--- src/rtl/ram_pkt_parse.sv ---
// ram_pkt_parse: reads one received packet from RAM port B, checks the header,
// length and payload checksum, and streams the payload bytes out on a
// valid/ready byte interface. Start and done use a level fs/fd handshake.
//
// Ports:
//   clk, rst          clock, asynchronous active-high reset
//   fs, fd            start (level, held until fd) / done (level, until fs low)
//   ram_init          address of packet byte 0, sampled when a packet starts
//   ram_rxa, ram_rxd  RAM port-B address out / data in (one clock read latency)
//   btype, len        packet type (byte1[7:4]) and payload length {byte2,byte3}
//   dout, dout_valid, dout_ready   payload byte stream
//   err               [0] head mismatch, [1] length too large, [2] checksum mismatch
module ram_pkt_parse #(
    parameter logic [7:0]  HEAD   = 8'hAA,
    parameter logic [15:0] MAXLEN = 16'd2048,
    parameter int unsigned AW     = 12
) (
    input  logic          clk,
    input  logic          rst,
    input  logic          fs,
    input  logic [AW-1:0] ram_init,
    output logic          fd,
    output logic [AW-1:0] ram_rxa,
    input  logic [7:0]    ram_rxd,
    output logic [3:0]    btype,
    output logic [15:0]   len,
    output logic [7:0]    dout,
    output logic          dout_valid,
    input  logic          dout_ready,
    output logic [2:0]    err
);

    typedef enum logic [3:0] {
        IDLE, HD_A, HD_D, TY_A, TY_D, LH_A, LH_D, LL_A, LL_D,
        PL_A, PL_D, PL_H, SM_A, SM_D, DONE
    } state_t;

    state_t        state, state_n;
    logic [AW-1:0] ptr, ptr_n;
    logic [15:0]   cnt, cnt_n;
    logic [7:0]    sum, sum_n;
    logic          fd_n;
    logic [3:0]    btype_n;
    logic [15:0]   len_n;
    logic [7:0]    dout_n;
    logic          dout_valid_n;
    logic [2:0]    err_n;
    logic [15:0]   len_full;

    assign ram_rxa  = ptr;
    // Full length as seen in LL_D: high byte already stored, low byte arriving now.
    assign len_full = {len[15:8], ram_rxd};

    // State and registered outputs.
    always_ff @(posedge clk or posedge rst) begin
        if (rst) begin
            state      <= IDLE;
            ptr        <= '0;
            cnt        <= '0;
            sum        <= '0;
            fd         <= 1'b0;
            btype      <= '0;
            len        <= '0;
            dout       <= '0;
            dout_valid <= 1'b0;
            err        <= '0;
        end else begin
            state      <= state_n;
            ptr        <= ptr_n;
            cnt        <= cnt_n;
            sum        <= sum_n;
            fd         <= fd_n;
            btype      <= btype_n;
            len        <= len_n;
            dout       <= dout_n;
            dout_valid <= dout_valid_n;
            err        <= err_n;
        end
    end

    // Next-state and next-register logic. Each RAM byte takes an *_A cycle
    // (address presented) followed by a *_D cycle (data captured, ptr advanced).
    always_comb begin
        state_n      = state;
        ptr_n        = ptr;
        cnt_n        = cnt;
        sum_n        = sum;
        fd_n         = fd;
        btype_n      = btype;
        len_n        = len;
        dout_n       = dout;
        dout_valid_n = dout_valid;
        err_n        = err;

        if (state != IDLE && state != DONE && !fs) begin
            // Abort: outputs other than the stream keep their last values.
            state_n      = IDLE;
            dout_valid_n = 1'b0;
        end else begin
            unique case (state)
                IDLE: begin
                    if (fs && !fd) begin
                        ptr_n   = ram_init;
                        err_n   = '0;
                        sum_n   = '0;
                        state_n = HD_A;
                    end
                end
                HD_A: state_n = HD_D;
                HD_D: begin
                    ptr_n = ptr + AW'(1);
                    if (ram_rxd != HEAD) begin
                        err_n[0] = 1'b1;
                        fd_n     = 1'b1;
                        state_n  = DONE;
                    end else begin
                        state_n = TY_A;
                    end
                end
                TY_A: state_n = TY_D;
                TY_D: begin
                    ptr_n   = ptr + AW'(1);
                    btype_n = ram_rxd[7:4];
                    state_n = LH_A;
                end
                LH_A: state_n = LH_D;
                LH_D: begin
                    ptr_n         = ptr + AW'(1);
                    len_n[15:8]   = ram_rxd;
                    state_n       = LL_A;
                end
                LL_A: state_n = LL_D;
                LL_D: begin
                    ptr_n = ptr + AW'(1);
                    len_n = len_full;
                    if (len_full > MAXLEN) begin
                        err_n[1] = 1'b1;
                        fd_n     = 1'b1;
                        state_n  = DONE;
                    end else if (len_full == 16'd0) begin
                        state_n = SM_A;
                    end else begin
                        cnt_n   = len_full;
                        state_n = PL_A;
                    end
                end
                PL_A: state_n = PL_D;
                PL_D: begin
                    ptr_n        = ptr + AW'(1);
                    dout_n       = ram_rxd;
                    dout_valid_n = 1'b1;
                    sum_n        = sum + ram_rxd;
                    cnt_n        = cnt - 16'd1;
                    state_n      = PL_H;
                end
                PL_H: begin
                    // dout/dout_valid stay put until the consumer takes the byte.
                    if (dout_ready) begin
                        dout_valid_n = 1'b0;
                        state_n      = (cnt == 16'd0) ? SM_A : PL_A;
                    end
                end
                SM_A: state_n = SM_D;
                SM_D: begin
                    ptr_n = ptr + AW'(1);
                    if (ram_rxd != sum) err_n[2] = 1'b1;
                    fd_n    = 1'b1;
                    state_n = DONE;
                end
                DONE: begin
                    if (!fs) begin
                        fd_n    = 1'b0;
                        state_n = IDLE;
                    end
                end
                default: state_n = IDLE;
            endcase
        end
    end

endmodule

--- config.mk ---
export PLATFORM = sky130hd
export DESIGN_NAME = ram_pkt_parse
export DESIGN_NICKNAME = d
export VERILOG_FILES = /design/src/rtl/ram_pkt_parse.sv
export SDC_FILE = /design/constraint.sdc
export NUM_CORES = 1
export LEC_CHECK = 0
export BUFFER_PORTS_ARGS = -buffer_cell sky130_fd_sc_hd__buf_2
export CAP_MARGIN = 20
export CORE_UTILIZATION = 55
export DETAILED_ROUTE_END_ITERATION = 10
export PLACE_DENSITY = 0.85
export SLEW_MARGIN = 30
export SYNTH_ARGS = -nofsm -noshare
export SYNTH_HDL_FRONTEND = slang
export SYNTH_SLANG_ARGS = --single-unit
--- constraint.sdc ---
create_clock -name clk -period 3.1 [get_ports clk]
set_clock_uncertainty 0.05 [all_clocks]
set_input_delay 0.31 -clock clk [delete_from_list [all_inputs] [get_ports clk]]
set_output_delay 0.31 -clock clk [all_outputs]
set_load 0.02 [all_outputs]
Word level (Yosys, flattened, before mapping)
Index checks and enable logic that the tools add are counted.
{"block": "op_classes", "n_bitwise": 1, "n_mux": 28, "eq_ne": 27, "n_reduce_logical": 31, "order_cmp": 1, "n_addsub": 3}
{"operator": "$pmux W4 S15", "count": 1}
{"operator": "$logic_not A16 Y1", "count": 2}
{"operator": "$mux W16", "count": 2}
{"operator": "$pmux W16 S2", "count": 1}
{"operator": "$eq A4 B4 Y1 const B", "count": 7}
{"operator": "$mux W4", "count": 6}
{"operator": "$pmux W12 S2", "count": 1}
{"operator": "$eq A4 B3 Y1 const B", "count": 4}
{"operator": "$gt A16 B12 Y1 const B", "count": 1}
{"operator": "$pmux W8 S2", "count": 1}
{"operator": "$reduce_and A4 Y1", "count": 4}
{"operator": "$sub A16 B1 Y16 const B", "count": 1}
{"operator": "$ne A2 B2 Y1 const B", "count": 7}
{"operator": "$add A12 B1 Y12 const B", "count": 1}
{"operator": "$mux W12", "count": 1}
{"operator": "$reduce_bool A2 Y1", "count": 6}
{"operator": "$reduce_and A2 Y1", "count": 5}
{"operator": "$mux W3", "count": 3}
{"operator": "$ne A3 B3 Y1 const B", "count": 3}
{"operator": "$reduce_and A3 Y1", "count": 3}
{"operator": "$add A8 B8 Y8", "count": 1}
{"operator": "$eq A4 B2 Y1 const B", "count": 2}
{"operator": "$mux W8", "count": 1}
{"operator": "$ne A8 B8 Y1", "count": 1}
{"operator": "14 further kinds", "count": 26}
{"block": "word_totals", "out_inout_bits": 45, "in_bits": 24, "register_bits": 73, "elab_cells": 104}

Logic depth before layout (Yosys ltp)
Gate-level depths: netlist (run 1).
{"block": "depth", "depth_word": 5, "ltp_mapped": 8, "depth_no_buf": 8}

Least setup slack after synthesis (run 1)
No wires, ideal clock.
{"block": "synth_timing", "path_type": "reg2reg", "startpoint": "register cnt[0]", "endpoint": "register state[0]", "period_less_slack_ns": 2.012, "setup_slack_ns": 1.088, "path_stages_with_launch": 9, "t_arrival_ns": 1.843, "t_required_ns": 2.930, "n_path_buf": 0, "setup_ns": 0.120, "cell_sequence": "dfrtp_1 > inv_1 > ha_1 > or2b_2 > nand3b_1 > nand2b_2 > a221oi_2 > nor3_1 > a31o_1"}
{"block": "synth_between", "elab_chain_len": 5}
{"element": "start, declared", "line_no": "40", "rtl": "logic [15:0] cnt, cnt_n;"}
{"element": "start signal, assigned", "line_no": "70", "rtl": "cnt <= cnt_n;"}
{"element": "$logic_not A16 Y1", "line_no": "160", "rtl": "state_n = (cnt == 16'd0) ? SM_A : PL_A;"}
{"element": "$mux W3", "line_no": "160"}
{"element": "$mux W4", "line_no": "158", "rtl": "if (dout_ready) begin"}
{"element": "$pmux W4 S15", "line_no": "100", "rtl": "unique case (state)"}
{"element": "$mux W4", "line_no": "95", "rtl": "if (state != IDLE && state != DONE && !fs) begin"}
{"element": "end signal, assigned", "line_no": "68", "rtl": "state <= state_n;"}
{"element": "end, declared", "line_no": "38", "rtl": "state_t state, state_n;"}
Every way passes these cells. The select of a mux whose other input is x is not followed.
A chain may end at the register's enable or synchronous reset.

Worst setup path in the final report (run 1)
{"block": "layout_timing", "startpoint": "register state[3]", "endpoint": "register cnt[12]"}
{"block": "layout_between", "elab_chain_len": 5, "word_cells_on_any_way": 12, "classes_between": "eq/ne (5); mux (1); bitwise (1); reduce/logical (5)"}
{"element": "$ne A4 B4 Y1 / $reduce_bool A4 Y1 (equally long branches)", "line_no": "95"}
{"element": "$logic_and A1 B1 Y1 (2 in a row)", "line_no": "95"}
{"element": "$not A1 Y1 (no line)"}
{"element": "$reduce_and A4 Y1 (no line)"}
Parallel ways exist; a longest one is shown, timed or not.

==> Flow_metrics.wiki, run 1 <==
{| class="wikitable"
! Metric !! Value
|-
| Antenna cells || 0
|-
| VDD IR-drop max || roughly 0.70 mV
|-
| Leakage power || between 2 and 2.5 nW
|-
| Power per unit of standard cell area || 1100 nW/um2
|-
| Number of stages on the worst hold path || 2
|-
| Final Hold Violating Endpoints || 0
|-
| Clk Latency, worst-skew pair || 0.35 ns
|-
| Max-cap violations || 0
|-
| Total negative setup slack || 0 ns
|-
| Critical Path Start Type || flop
|-
| Met2 Use GR || 0.483
|-
| Most crowded layer after global routing || met2
|-
| Maximum number of pins on one net before global-route repair || 74
|-
| Vias per std cell || 6.06
|-
| DRC viols || 0
|-
| Wire length of the first global-routing pass || 16900 um
|-
| Crit Path Category || reg -> reg
|-
| Number of global-route vias before repair || 3597
|-
| Total Die Area || 7880 um2
|-
| Number of buffers and inverters on the critical path || 2
|-
| Root buffer cell || clkbuf_8
|-
| Switching component of the power || 2.30 mW
|-
| Synth unique cells || 59
|-
| Count of cells along the worst register-to-register path || 7
|-
| Portion of total power attributed to combinational logic || 0.466
|-
| Overall die width || 88.8 um
|-
| Tcrit/Tclk final || 0.823
|-
| Transition time of the tightest slew-check pin || 0.838 ns
|-
| DR WL/cell || about 17 um
|-
| Hold Path Class || in -> reg
|-
| Result of the run || finished clean
|-
| GR Util met3 || 0.0634
|-
| Crit-path max FO || 27
|-
| Reg2Reg Setup Slack || 0.55 ns
|-
| Via count || 3753
|-
| Startpoint of the lowest-slack hold path || dout_ready
|-
| Final cell area excluding filler cells || around 4700 um2
|-
| Fmax || around 0.39 GHz
|-
| Tmin final || approximately 2.6 ns
|-
| Required time reported for the critical path endpoint || 3.32 ns
|-
| Global placement routability congestion || 0.889
|-
| List of cells traversed by the critical path || inv_1 > nor2_1 > nand2_1 > buf_4 > nor3_1 > a21oi_1 > o21ai_0
|-
| Inserted Clock Buffers || 9
|-
| Sw Ratio || 0.444
|-
| Setup crit end kind || flop
|-
| Buffer count from post-CTS setup fixing || 0
|-
| Family of cells with the greatest summed delay on the critical path || simple AND/OR/NAND/NOR gates
|-
| Most used DFF post-synth || dfrtp_1
|-
| Number of antenna violations at the first check in global routing || 0
|-
| Met1 routing resource usage after global routing || 0.353
|-
| I/O Buffers || 68
|-
| GR Util All Layers || 0.282
|-
| Hold Crit Endpoint || dout_valid$_DFFE_PP0P_
|-
| Startpoint of the worst register-to-register path || state[3]$_DFFE_PP0P_
|-
| Fraction of the yosys area taken by sequential cells || 0.441
|-
| Count of flip-flops with a built-in enable after synthesis || 0
|-
| Synthesized netlist net count || 490
|-
| TritonCTS clock tree || yes
|-
| Effective utilization at floorplan || 0.571
|-
| # H-tree levels || 3
|-
| FF+latch count, synth || 73
|-
| Cell area after technology mapping || 4140 um2
|-
| Standard-cell row count || 31
|-
| Clock slew at the register clock pins of the worst setup and hold paths || 0.08 ns
|-
| Fraction of power consumed by sequential logic || 0.357
|-
| Mapped Avg Cell Area || around 9.1 um2
|-
| Max-Slew Margin vs Limit || 0.440
|-
| Vertical extent of the die || 88.8 um
|-
| Inst Count DP || between 600 and 700
|-
| Core area || 7250 um2
|-
| Count of nets after finishing || 550
|-
| Total power of the final layout || 5.19 mW
|-
| Post-Route WL || 10300 um
|-
| Maximum clock path buffer count || 2
|-
| Clock sinks || 73
|-
| Leftover overflow at the end of global routing || 0
|-
| Number of max-slew violations in the final report || 0
|-
| Cell internal pwr || between 2 and 3 mW
|-
| RSZ-0062 raised after global routing || false
|-
| Yosys warning count || 0
|-
| Synthesis-to-finish area growth || 14.4%
|-
| First-iteration detailed-routing DRC count || between 300 and 400
|-
| Fill cell total of the finished layout || 613
|-
| HPWL after DPL || 7010 um
|-
| Proportion of synthesized flip-flops having asynchronous set or reset || 1.00
|-
| Worst reg2reg path endpoint || cnt[12]$_DFFE_PP0P_
|-
| Final ANT Viol Nets || 0
|-
| Critical path's slowest cell || dfrtp_1
|-
| CP arrival || around 2.8 ns
|-
| Delay of the slowest cell on the worst path || ~0.67 ns
|-
| Proportion of power drawn by the clock network || 0.177
|-
| Gate count after technology mapping || 456
|-
| Number of setup violations in the final report || 0
|-
| Share of layout cells above drive strength 1 || 0.229
|-
| Fin cells || 619
|-
| Area post-placement || 4480 um2
|-
| DRT Pass-1 Iters || 5
|-
| Boundary Pins || 69
|}
-- Yosys cell counts (7+ instances only) --
master,count,area (um2)
nor2_1,47,176
clkbuf_8,7,96.3
clkbuf_1,11,41.3
nand2_1,54,203
nand3_1,16,80.1
a21oi_1,34,170
a2bb2oi_1,10,87.6
nor4_1,7,43.8
mux2_2,19,214
dfrtp_1,73,1830
nor3_1,15,75.1
inv_1,14,52.6
o21ai_0,45,225
ha_1,9,113
-- cell usage in the layout (no fill, tap or decap), types with 4 or more instances in the layout --
cell type | Yosys | final
dfrtp_1 | 73 | 73
buf_2 | 6 | 68
nand2_1 | 54 | 54
nor2_1 | 47 | 47
o21ai_0 | 45 | 45
a21oi_1 | 34 | 34
mux2_2 | 19 | 19
nand3_1 | 16 | 16
nor3_1 | 15 | 15
inv_1 | 14 | 13
a2bb2oi_1 | 10 | 10
clkbuf_8 | 7 | 10
ha_1 | 9 | 9
nor4_1 | 7 | 7
and3_1 | 6 | 6
o22ai_1 | 6 | 6
a31oi_1 | 5 | 5
nand4_1 | 4 | 4
o21ai_1 | 5 | 4
a22oi_1 | 4 | 4
xor2_1 | 4 | 4
buf_4 | 1 | 4
-- cell families after synthesis --
| logic type | Yosys count | share of synthesized area |
|---|---|---|
| adders and majority gates | 10 | 0.0320 |
| AOI/OAI and AO/OA | 132 | 0.195 |
| xor gates and xnor gates | 7 | 0.0148 |
| DFF | 73 | 0.441 |
| and+or+nand+nor | 173 | 0.203 |
| muxes | 22 | 0.0589 |
| buffers and inverters | 39 | 0.0550 |
-- area by class of cell --
type	instances	area [um2]	share of cell area
inverters	14	52.6	0.0111
repair buffers	74	400	0.0846
flip-flops and latches	73	1830	0.386
clock inverters	5	104	0.0219
well taps	99	124	0.0262
multi-input cells	344	2090	0.441
clock buffers	10	138	0.0291
-- metal layers --
layer / part of all wire / up-vias
met1: 0.41 / 1833
met5: 0 / -
met2: 0.51 / 138
li1: - / 1764
met4: 0.017 / 0
met3: 0.064 / 18
-- worst max path at each step --
stage	from	endpoint	slack, ns	depth (start not counted)
after floorplan	rst	btype[0]$_DFFE_PP0P_	0.89	1
after global placement	state[2]$_DFFE_PP0P_	ram_rxa[11]$_DFFE_PP0P_	0.68	5
after detailed placement	state[3]$_DFFE_PP0P_	cnt[12]$_DFFE_PP0P_	0.65	7
after CTS	state[3]$_DFFE_PP0P_	cnt[12]$_DFFE_PP0P_	0.64	7
after global routing	state[3]$_DFFE_PP0P_	cnt[12]$_DFFE_PP0P_	0.26	7
final	state[3]$_DFFE_PP0P_	cnt[12]$_DFFE_PP0P_	0.55	7
-- repair_timing --
item / in CTS / in global routing
endpoints found under the hold margin: 12 / 0
resized for setup: 0 / 0
hold buffers: 1 / 0
-- sequential cells by signal (all words and copies together), names as in the netlist --
signal	cells
cnt	16
len	16
ram_rxa	12
dout	8
sum	8
btype	4
state	4
err	3
dout_valid	1
fd	1
-- worst reg2reg max path, cell delays in order (launching register included) --
cell and delay [ns]:
dfrtp_1 0.67, inv_1 0.21, nor2_1 0.18, nand2_1 0.51, buf_4 0.40, nor3_1 0.23, a21oi_1 0.06, o21ai_0 0.17
-- power groups by stage --
stage | Combinational, mW | Sequential (mW) | Clock (mW)
after floorplan | 1.56 | 2.06 | 0
after CTS | 2.41 | 1.84 | 0.931
final | 2.42 | 1.85 | 0.922
after detailed placement | 2.40 | 1.85 | 0
after global routing | 2.68 | 1.92 | 0.975
after global placement | 2.31 | 1.82 | 0
-- per-stage QoR --
stage | hold WS, ns | utilization | setup WS, ns
2_1_floorplan | 0.349 | - | 0.887
3_3_place_gp | 0.372 | 0.618 | 0.677
3_5_place_dp | 0.375 | 0.618 | 0.647
4_1_cts | 0.100 | 0.652 | 0.639
5_1_grt | 0.106 | 0.653 | 0.257
6_report | 0.114 | 0.653 | 0.548
No activity file was read; power rests on OpenSTA's default activity.
==> run 2, diff against run 1 <==
Clock period 3.1 ns to 2.6 ns, I/O delays scaled along.
==> Flow_metrics.wiki, run 2 (synthesis gave the netlist of run 1 again) <==
{| class="wikitable"
! Metric !! Value
|-
| Clk Latency, worst-skew pair || 0.36 ns
|-
| PostCTS Resize Cnt || 0
|-
| Dpl ws || 0.299 ns
|-
| Hold Crit Endpoint || dout_valid$_DFFE_PP0P_
|-
| I/O Buffers || approximately 70
|-
| Total Die Area || between 7000 and 8000 um2
|-
| Startpoint of the worst register-to-register path || state[2]$_DFFE_PP0P_
|-
| Inserted Clock Buffers || 9
|-
| Critical Path Start Type || flop
|-
| # H-tree levels || 3
|-
| Antenna cells || 0
|-
| DRC viols || 0
|-
| Transition time of the tightest slew-check pin || between 0.5 and 0.6 ns
|-
| Clock slew at the register clock pins of the worst setup and hold paths || 0.09 ns
|-
| Crit Path Category || reg -> reg
|-
| Portion of total power attributed to combinational logic || 0.480
|-
| Tmin final || between 2 and 2.5 ns
|-
| Switching component of the power || around 2.8 mW
|-
| Reg2Reg Setup Slack || 0.29 ns
|-
| List of cells traversed by the critical path || nand2_1 > nor3b_1 > o21a_1 > o21ai_0 > o21ai_0
|-
| DR WL/cell || 16.5 um
|-
| Most common cell after layout, fill and taps aside || dfrtp_1
|-
| Core area || 7250 um2
|-
| Global placement routability congestion || between 0.8 and 0.9
|-
| Count of cells along the worst register-to-register path || 5
|-
| Startpoint of the lowest-slack hold path || dout_ready
|-
| Number of max-slew violations in the final report || 0
|-
| Sequential cell area in the final layout || approximately 1800 um2
|-
| Maximum clock path buffer count || 2
|-
| Footprint of the multi-input gates || 2090 um2
|-
| Standard-cell row count || 31
|-
| Max-cap violations || 0
|-
| Clock sinks || 73
|-
| Result of the run || finished clean
|-
| Wire length of the first global-routing pass || 16800 um
|-
| VDD IR-drop max || 0.758 mV
|-
| Vertical extent of the die || 88.8 um
|-
| Number of global-route vias before repair || 3519
|-
| Number of stages on the worst hold path || 2
|-
| Count of nets after finishing || 557
|-
| Via count || between 3000 and 4000
|-
| First-iteration detailed-routing DRC count || 314
|-
| Final worst-path setup slack || between 0.2 and 0.3 ns
|-
| Inst Count DP || 610
|-
| Total power of the final layout || 6.06 mW
|-
| Fin cells || 627
|-
| Power per unit of standard cell area || 1280 nW/um2
|-
| Tcrit/Tclk final || 0.887
|-
| Max-Slew Margin vs Limit || 0.630
|-
| Setup crit end kind || flop
|-
| Sw Ratio || 0.459
|-
| Overall die width || 88.8 um
|-
| Final ANT Viol Nets || 0
|-
| RSZ-0062 raised after global routing || false
|-
| Fill cell total of the finished layout || around 600
|-
| Leftover overflow at the end of global routing || 0
|-
| TritonCTS clock tree || yes
|-
| Effective utilization at floorplan || 0.571
|-
| Worst reg2reg path endpoint || ram_rxa[0]$_DFFE_PP0P_
|-
| CP arrival || approximately 2.5 ns
|-
| Root buffer cell || clkbuf_8
|-
| Synthesis-to-finish area growth || 14.7%
|-
| Cell internal pwr || 3.28 mW
|-
| Fmax || 0.434 GHz
|-
| Maximum number of pins on one net before global-route repair || 74
|-
| Fraction of power consumed by sequential logic || 0.367
|-
| Boundary Pins || 69
|-
| Crit-path max FO || 18
|-
| Total negative setup slack || 0 ns
|-
| Final core utilization || 0.654
|-
| Share of layout cells above drive strength 1 || 0.241
|-
| Vias per std cell || 6.05
|-
| Delay of the slowest cell on the worst path || 0.69 ns
|-
| Final Hold Violating Endpoints || 0
|-
| GR Util All Layers || 0.281
|-
| Hold Path Class || in -> reg
|-
| DRT Pass-1 Iters || 5
|-
| Critical path's slowest cell || dfrtp_1
|-
| HPWL after DPL || approximately 7200 um
|-
| Required time reported for the critical path endpoint || 2.83 ns
|-
| Proportion of power drawn by the clock network || 0.153
|-
| Buffer count from post-CTS setup fixing || 0
|-
| Most repeated library cell on the critical path || o21ai_0
|-
| Number of antenna violations at the first check in global routing || 0
|-
| Number of setup violations in the final report || 0
|-
| Post-Route WL || 10300 um
|-
| Leakage power || roughly 2.2 nW
|-
| Highest-count cells in the layout ignoring fill and taps || dfrtp_1, buf_2, nand2_1
|}
## run 2: what timing repair did
action | CTS | global route
hold buffers | 1 | 0
hold endpoints to repair | 73 | 0
setup endpoints to repair | 0 | 0
## run 2: power groups by stage
stage	Sequential (mW)	Clock, mW	Combinational, mW
3_5_place_dp	2.23	0	2.89
6_report	2.23	0.926	2.91
4_1_cts	2.21	0.940	2.90
5_1_grt	2.31	0.976	3.23
2_1_floorplan	2.46	0	1.86
3_3_place_gp	2.18	0	2.79
## run 2: how the worst max path moves through the flow
stage	from	endpoint	slack (ns)	cells past startpoint
after floorplan	rst	btype[0]$_DFFE_PP0P_	0.44	1
after global placement	state[2]$_DFFE_PP0P_	ram_rxa[11]$_DFFE_PP0P_	0.37	5
after detailed placement	state[3]$_DFFE_PP0P_	ram_rxa[0]$_DFFE_PP0P_	0.30	5
after CTS	state[2]$_DFFE_PP0P_	ram_rxa[11]$_DFFE_PP0P_	0.26	5
after global routing	state[2]$_DFFE_PP0P_	ram_rxa[0]$_DFFE_PP0P_	0.06	5
final	state[2]$_DFFE_PP0P_	ram_rxa[0]$_DFFE_PP0P_	0.29	5
## run 2: area by class of cell
class / instances / area share
multi-input combinational: 344 / 0.440
sequential: 73 / 0.385
timing repair buffer: 81 / 0.0954
clock buffer: 9 / 0.0261
tap: 99 / 0.0261
clock inverter: 7 / 0.0163
inverter: 14 / 0.0111
## run 2: worst max-delay path: cells and delay by family, from the launching register on
kind            cells  cell delay (ns)
compound gates      3             0.75
simple gates        2             0.73
flops               1             0.69
## run 2: per-stage QoR
stage          hold WS [ns]  instance area (um2)
6_report             0.0442                 4750
5_1_grt              0.0584                 4750
4_1_cts              0.0329                 4740
3_5_place_dp          0.323                 4530
3_3_place_gp          0.323                 4530
2_1_floorplan         0.299                 4140
## run 2: layer usage
layer / GRT usage / vias to the layer above / wire length [um]
li1: - / 1786 / -
met1: 0.354 / 1815 / 4290
met2: 0.458 / 168 / 5090
met3: 0.0625 / 26 / 650
met4: 0.144 / 0 / 284
met5: 0 / - / 0
